**src/rtl/array_update_pkg.sv**
```systemverilog
// Shared types and geometry for the array_update_pipe block.
// Element i of a flattened array lives at bits [i*ELEM_W +: ELEM_W].
package array_update_pkg;

  localparam int ELEM_W    = 32;
  localparam int NUM_ELEMS = 4;
  localparam int SEL_W     = 2;
  localparam int IDX_W     = SEL_W + 1;
  localparam int FLAT_W    = NUM_ELEMS * ELEM_W;

  typedef logic [ELEM_W-1:0]    elem_t;
  typedef elem_t [NUM_ELEMS-1:0] arr_t;
  typedef logic [SEL_W-1:0]     sel_t;
  typedef logic [IDX_W-1:0]     idx_t;

  function automatic arr_t unflatten(input logic [FLAT_W-1:0] flat);
    return arr_t'(flat);
  endfunction

  function automatic logic [FLAT_W-1:0] flatten(input arr_t a);
    return FLAT_W'(a);
  endfunction

endpackage

```
**src/rtl/array_update_comb.sv**
```systemverilog
// Pure combinational element replace: writes value into element sel+1.
// The oob port exists only when ARRAY_UPDATE_OOB_FLAG_EN is defined.
module array_update_comb
  import array_update_pkg::*;
(
  input  sel_t  sel,
  input  arr_t  arr,
  input  elem_t value,
  output arr_t  out
`ifdef ARRAY_UPDATE_OOB_FLAG_EN
  , output logic oob
`endif
);

  idx_t idx;

  // Widened add: sel=all-ones lands past the array rather than wrapping to 0.
  assign idx = {1'b0, sel} + IDX_W'(1);

  // NOTE: every output of an always_comb gets a default first so no path leaves it unassigned (no latch).
  always_comb begin
    out = arr;
    for (int i = 0; i < NUM_ELEMS; i++) begin
      if (int'(idx) == i) out[i] = value;
    end
  end

`ifdef ARRAY_UPDATE_OOB_FLAG_EN
  assign oob = (int'(idx) >= NUM_ELEMS);
`endif

endmodule

```
**src/rtl/array_update_pipe.sv**
```systemverilog
// Two-stage valid/ready pipeline returning arr with element [sel+1] replaced by value.
// Optional oob output enabled by defining ARRAY_UPDATE_OOB_FLAG_EN.
module array_update_pipe
  import array_update_pkg::*;
(
  input  logic              clk,
  input  logic              rst_n,
  input  logic              in_valid,
  output logic              in_ready,
  input  logic [SEL_W-1:0]  sel,
  input  logic [FLAT_W-1:0] arr,
  input  logic [ELEM_W-1:0] value,
  output logic              out_valid,
  input  logic              out_ready,
  output logic [FLAT_W-1:0] out
`ifdef ARRAY_UPDATE_OOB_FLAG_EN
  , output logic            oob
`endif
);

  logic  p0_valid, p1_valid;
  logic  ready_q;
  logic  p0_en, p1_en, accept;
  sel_t  p0_sel;
  arr_t  p0_arr;
  elem_t p0_value;
  arr_t  p1_arr;
  arr_t  upd_arr;

  assign p1_en    = !p1_valid || out_ready;
  assign p0_en    = !p0_valid || p1_en;
  // ready_q keeps in_ready low through reset and for the edge-free window right after it.
  assign in_ready = p0_en && ready_q;
  assign accept   = in_valid && in_ready;

  always_ff @(posedge clk or negedge rst_n) begin
    if (!rst_n) ready_q <= 1'b0;
    // NOTE: sequential state uses non-blocking assignments so every flop samples pre-edge values.
    else        ready_q <= 1'b1;
  end

  // NOTE: data registers are reset too, so out reads 0 after reset rather than stale contents.
  always_ff @(posedge clk or negedge rst_n) begin
    if (!rst_n) begin
      p0_valid <= 1'b0;
      p0_sel   <= '0;
      p0_arr   <= '0;
      p0_value <= '0;
    end else begin
      if (p0_en) p0_valid <= accept;
      if (accept) begin
        p0_sel   <= sel;
        p0_arr   <= unflatten(arr);
        p0_value <= value;
      end
    end
  end

`ifdef ARRAY_UPDATE_OOB_FLAG_EN
  logic upd_oob;
  logic p1_oob;

  array_update_comb u_comb (
    .sel   (p0_sel),
    .arr   (p0_arr),
    .value (p0_value),
    .out   (upd_arr),
    .oob   (upd_oob)
  );

  always_ff @(posedge clk or negedge rst_n) begin
    if (!rst_n)                    p1_oob <= 1'b0;
    else if (p0_valid && p1_en)    p1_oob <= upd_oob;
  end

  assign oob = p1_oob;
`else
  array_update_comb u_comb (
    .sel   (p0_sel),
    .arr   (p0_arr),
    .value (p0_value),
    .out   (upd_arr)
  );
`endif

  always_ff @(posedge clk or negedge rst_n) begin
    if (!rst_n) begin
      p1_valid <= 1'b0;
      p1_arr   <= '0;
    end else begin
      if (p1_en) p1_valid <= p0_valid;
      if (p0_valid && p1_en) p1_arr <= upd_arr;
    end
  end

  assign out_valid = p1_valid;
  assign out       = flatten(p1_arr);

endmodule

```
**config.mk**
```make
export PLATFORM = sky130hd
export DESIGN_NAME = array_update_pipe
export DESIGN_NICKNAME = d
export VERILOG_FILES = /design/src/rtl/array_update_pkg.sv /design/src/rtl/array_update_comb.sv /design/src/rtl/array_update_pipe.sv
export SDC_FILE = /design/constraint.sdc
export NUM_CORES = 1
export LEC_CHECK = 0
export ABC_AREA = 1
export CAP_MARGIN = 20
export CORE_MARGIN = 8
export CORE_UTILIZATION = 51
export CTS_CLUSTER_DIAMETER = 60
export DETAILED_ROUTE_END_ITERATION = 10
export PLACE_DENSITY_LB_ADDON = 0.15
export SLEW_MARGIN = 0
export SYNTH_ARGS = -nofsm -noshare
export SYNTH_HDL_FRONTEND = slang
export SYNTH_SLANG_ARGS = --single-unit
```
**constraint.sdc**
```tcl
create_clock -name clk -period 1.6 [get_ports clk]
set_input_delay 0.16 -clock clk [delete_from_list [all_inputs] [get_ports clk]]
set_output_delay 0.16 -clock clk [all_outputs]
set_load 0.005 [all_outputs]
```
* After elaboration in Yosys (flattened, before gate mapping)
Index checks and enable logic that the tools add are counted.
Cells by class: reductions and logical operators 8, equality and inequality tests 3, mux-type cells 4, $add $sub $neg 1
Operators by type and width (number):
- $mux W32 | 4
- $eq A3 B3 Y1 const B | 2
- $add A2 B1 Y3 const B | 1
- $eq A3 B2 Y1 const B | 1
- $logic_and A1 B1 Y1 | 3
- $logic_not A3 Y1 | 1
- $logic_not A1 Y1 | 2
- $logic_or A1 B1 Y1 | 2
Storage, ports and cells: output and inout port bits 130, bits of input ports 166, logic and storage cells 29, bits in registers 293

* Depth between registers and ports, before layout
depth after elaboration 5, gate-level depth with buffers 8, depth with buffers taken out 6

* Hierarchy
Synthesis repeated with hierarchy kept, for this count alone.
Unflattened totals: cell total of the unflattened synthesis 1641, area, all modules 13181.4 sq um
Modules (own cells, without submodules):
- array_update_pipe | area an instance 11707.5 sq um, cells an instance 1287, sequential area each 7332.0 sq um, instances 1
- array_update_comb | area an instance 1473.9 sq um, cells an instance 354, sequential area each 0.0 sq um, instances 1

* Least setup slack after synthesis
OpenSTA, ideal clock, no wires.
path kind flip-flop to flip-flop, start reg p1_valid, in the netlist out_valid, end reg p0_arr[0] in the netlist's numbering, clock period less this slack 1.156 ns, arrival 1.039 ns, path slack 0.444 ns, cell stages (with the launch flop) 8, cells stage by stage dfrtp_1 > nand3_2 > nand3_1 > buf_4 > buf_6 > buf_6 > nand2_1 > nand2_1
Between the ends: cells in the longest elaborated chain, start to end 5
RTL lines:
- start: declaration | line array_update_pipe.sv:21 | logic p0_valid, p1_valid;
- start signal: assignment | line array_update_pipe.sv:91 | if (p1_en) p1_valid <= p0_valid;
- $logic_not A1 Y1 | line array_update_pipe.sv:30 | assign p1_en = !p1_valid || out_ready;
- $logic_or A1 B1 Y1 | line array_update_pipe.sv:30
- $logic_or A1 B1 Y1 | line array_update_pipe.sv:31 | assign p0_en = !p0_valid || p1_en;
- $logic_and A1 B1 Y1 | line array_update_pipe.sv:33 | assign in_ready = p0_en && ready_q;
- $logic_and A1 B1 Y1 | line array_update_pipe.sv:34 | assign accept = in_valid && in_ready;
- end signal: assignment | line array_update_pipe.sv:53 | p0_arr <= unflatten(arr);
- end: declaration | line array_update_pipe.sv:25 | arr_t p0_arr;
No other way between the ends. A chain may end at the register's enable or synchronous reset.

* Worst setup path after layout
start reg p1_arr (netlist bit out[62]), end out out[62]
RTL lines:
- start: declaration | line array_update_pipe.sv:27 | arr_t p1_arr;
- start signal: assignment | line array_update_pipe.sv:92 | if (p0_valid && p1_en) p1_arr <= upd_arr;
- end: declaration | line array_update_pipe.sv:15 | output logic [FLAT_W-1:0] out
No word-level cell between the ends.

==> impl_results.md <==
* Adder-cell share of the synthesized area at 0%
* Die Outline Area at 30650 um^2
* Synthesized instance count at 1594
* Crit Path Max Fanout at 2
* Worst Hold Margin at ~0.033 ns
* Remaining number of nets flagged by the antenna check after routing at 0
* Library cell used as clock root buffer: clkbuf_16
* Routed wirelength normalized by instance count at 18.72 um
* Layout filler cell count at between 2000 and 2500
* Via count of the first global-routing pass at 11870
* Worst-path cell chain: clkdlybuf4s50_1
* Insertion delay to the later sink of the worst-skew pair at 0.55 ns
* Net count after synthesis at between 1500 and 2000
* Number of buffers inserted by port buffering at 295
* Type of the worst min-delay path: input pin to asynchronous set/reset pin
* Total number of placement rows at between 50 and 60
* Buf/Inv on CP at 1
* Wirelength, routed at approximately 41000 um
* Number of remaining DRC errors at 0
* Outcome: finished, final reports clean
* Effective utilization at floorplan at 51.55%
* Post-Syn Area per Cell at 8.097 um^2
* Worst Setup Slack, final at ~0.035 ns
* Most common cell after layout, fill and taps aside: nand2_1
* Most congested layer reported by global routing: met2
* Yosys synthesis warning count at 0
* Master of the slowest instance on the critical path: clkdlybuf4s50_1
* Maximum clock skew at final layout at 0.01835 ns
* Top library cells by usage in the layout, fill and taps aside: nand2_1 (939), dfrtp_1 (289), clkdlybuf4s50_1 (185)
* Area added between synthesis and finish at 35.47%
* Parity-gate share of the synthesized area counting xor and xnor cells at 0%
* Worst slack, placed at -0.01635 ns
* Slack of the worst reg-to-reg path at between 0.1 and 0.15 ns
* Startpoint type of the worst setup path: flip-flop
* Fmax achieved at ~640 MHz
* I/O pin cnt at 296
* Number of levels in the clock H-tree at 1
* Data required time of the critical path at between 1 and 1.5 ns
* GPL Wtd Cong at between 0.8 and 0.9
* Share of power burned in registers at a little over two fifths
* Static leakage power at around 9.9 nW
* Share of final-layout standard cells stronger than drive strength 1 at under 10%
* Met2 capacity usage during global routing at between 30% and 40%
* Arrival time of data at the critical path endpoint at ~1.4 ns
* Maximum count of clock buffers along a single path at 3
* 1st-iter DRT viols at roughly 1100
* Combinational family with the most area after synthesis: simple AND/OR/NAND/NOR gates
* Die Span Y at approximately 180 um
* Cell-internal power at 16.24 mW
* Crit end category: output pin
* Final HPWL from detailed placement at ~27000 um
* Critical setup path kind: flip-flop to output pin
* Number of buffers inserted during clock tree synthesis at 31
* Final cell utilization of the core at 69.84%
* Part of the power in combinational logic at around 24%
* Final number of setup-violating endpoints at 0
* Basic-gate share of the synthesized area counting and, or, nand and nor cells at approximately 38%
* Wire length of the first global-routing pass at around 65000 um
* Clock tree from TritonCTS: yes
* Setup TNS at 0 ns
* Cell area after synthesis at between 10000 and 15000 um^2
* Number of hold-slack violations in the final timing report at 0
* Clk network pwr share at between 30% and 40%
* Worst-path clk slew at ~0.060 ns
* Met1 Resource Use GR at 34.99%
* Stages on worst setup path at 1
* Total Nets Final at 2024
* Max IR drop VDD at 0.8452 mV
* Number of clock sinks seen by CTS at just under 300
* Worst flop-to-flop path endpoint: out[115]
* Routed via count divided by cell count at approximately 5.5
* Net Sw Power at 6.735 mW
* Final period demand of the worst path at around 1.6 ns
* Via count at about 12000
* Critical register-to-register path startpoint: p0_sel[0]
* Max Transition Viols Final at 0
* Overflow left after global routing at 0
* Max stage delay on crit path at ~0.5 ns
* Reg area at 7340 um^2
* Maximum number of pins on one net before global-route repair at between 80 and 90
* Share of the synthesized area in compound gates (AO/OA/AOI/OAI) at 0%
* Number of maximum-capacitance constraint violations at 0
* Met3 capacity usage during global routing at approximately 7.7%
* Sw Share at 29.31%
* Area of the multi-input gates at roughly 4900 um^2
* Areal power density over the cells at 1314 nW/um^2
* Timing endpoint of the critical path: out[62]
* Width of the die at approximately 180 um
* Cells on worst reg2reg path at 7
* Core Box Area at 25040 um^2
* Share of synthesized area spent on multiplexers at 0%
* Total track usage at between 20% and 30%
* Number of antenna violations at the first check in global routing at 7
* RSZ-0062 raised after global routing: false
* Crit. Startpoint: out[62]
* Share of the yosys chip area belonging to registers at around 57%
* Total of flip-flops plus latches after synthesis at just under 300
* Share of the cycle needed by the critical path after routing at a little over nine tenths
* Cell class contributing the biggest share of worst-path delay: buffers and inverters
* Number of distinct library cells after synthesis at 13
* Number of detailed-route iterations in the first pass at 5
-- what timing repair did --
| item | 4_1_cts | 5_1_grt |
|---|---|---|
| hold buffers | 2 | 0 |
| resized for setup | 57 | 55 |
| endpoints found under the setup margin | 56 | 58 |
| buffers inserted | 9 | 6 |
| endpoints found under the hold margin | 288 | 0 |
-- per-stage QoR --
step	area, um^2	power (mW)	instances
2_1_floorplan	12910	12.31	1594
3_3_place_gp	16240	15.79	2138
3_5_place_dp	16240	15.93	2138
4_1_cts	17310	23.21	2199
5_1_grt	17480	24.22	2207
6_report	17480	22.98	2207
-- synth_stat cells --
cell type / number / area share, %
buf_2: 81 / 3.1
buf_4: 9 / 0.52
buf_6: 8 / 0.70
clkbuf_1: 28 / 0.81
conb_1: 1 / 0.029
dfrtp_1: 293 / 57
inv_1: 2 / 0.058
inv_2: 3 / 0.087
nand2_1: 940 / 27
nand3_1: 65 / 2.5
nand3_2: 1 / 0.078
nand4_1: 162 / 7.9
nor2_2: 1 / 0.049
-- state kept, by name (all words and copies together), names as in the netlist --
signal	count
out	128
p0_arr	128
p0_value	32
p0_sel	2
out_valid	1
p0_valid	1
ready_q	1
-- final cells by class --
cell class	count	area share [%]
diodes	2	0.02862
clock buffers	39	4.895
clock inverters	11	1.066
inverters	5	0.1217
multi-input cells	1170	28.14
flip-flops and latches	293	41.98
well taps	330	2.362
repair buffers	357	21.41
-- kinds of logic after synthesis --
| kind of cell | Yosys count |
|---|---|
| buffers and inverters | 131 |
| AND/OR/NAND/NOR | 1169 |
| other | 1 |
| flip-flops | 293 |
-- how the worst min path moves through the flow --
stage / endpoint / cells past startpoint
finish: out[94] / 2
global placement: p0_arr[92] / 1
detailed placement: p0_arr[92] / 1
floorplan: out[0] / 0
CTS: out[94] / 2
global route: out[94] / 2
-- routing by layer --
layer,part of all wire [%],vias to the layer above,routed length [um]
met2,46,533,18950
met1,42,5801,17190
met3,9.2,85,3799
li1,-,5621,-
met5,0.15,-,60
met4,3.2,10,1307
-- power by group through the flow --
| stage | clock network [mW] | registers, mW | logic, mW |
|---|---|---|---|
| after floorplan | 0 | 9.89 | 2.42 |
| after global placement | 0 | 10.1 | 5.74 |
| after detailed placement | 0 | 10.1 | 5.86 |
| after CTS | 7.51 | 9.97 | 5.73 |
| after global routing | 7.82 | 10.1 | 6.26 |
| final | 7.40 | 9.97 | 5.60 |
Power figures use the tool's default switching activity.
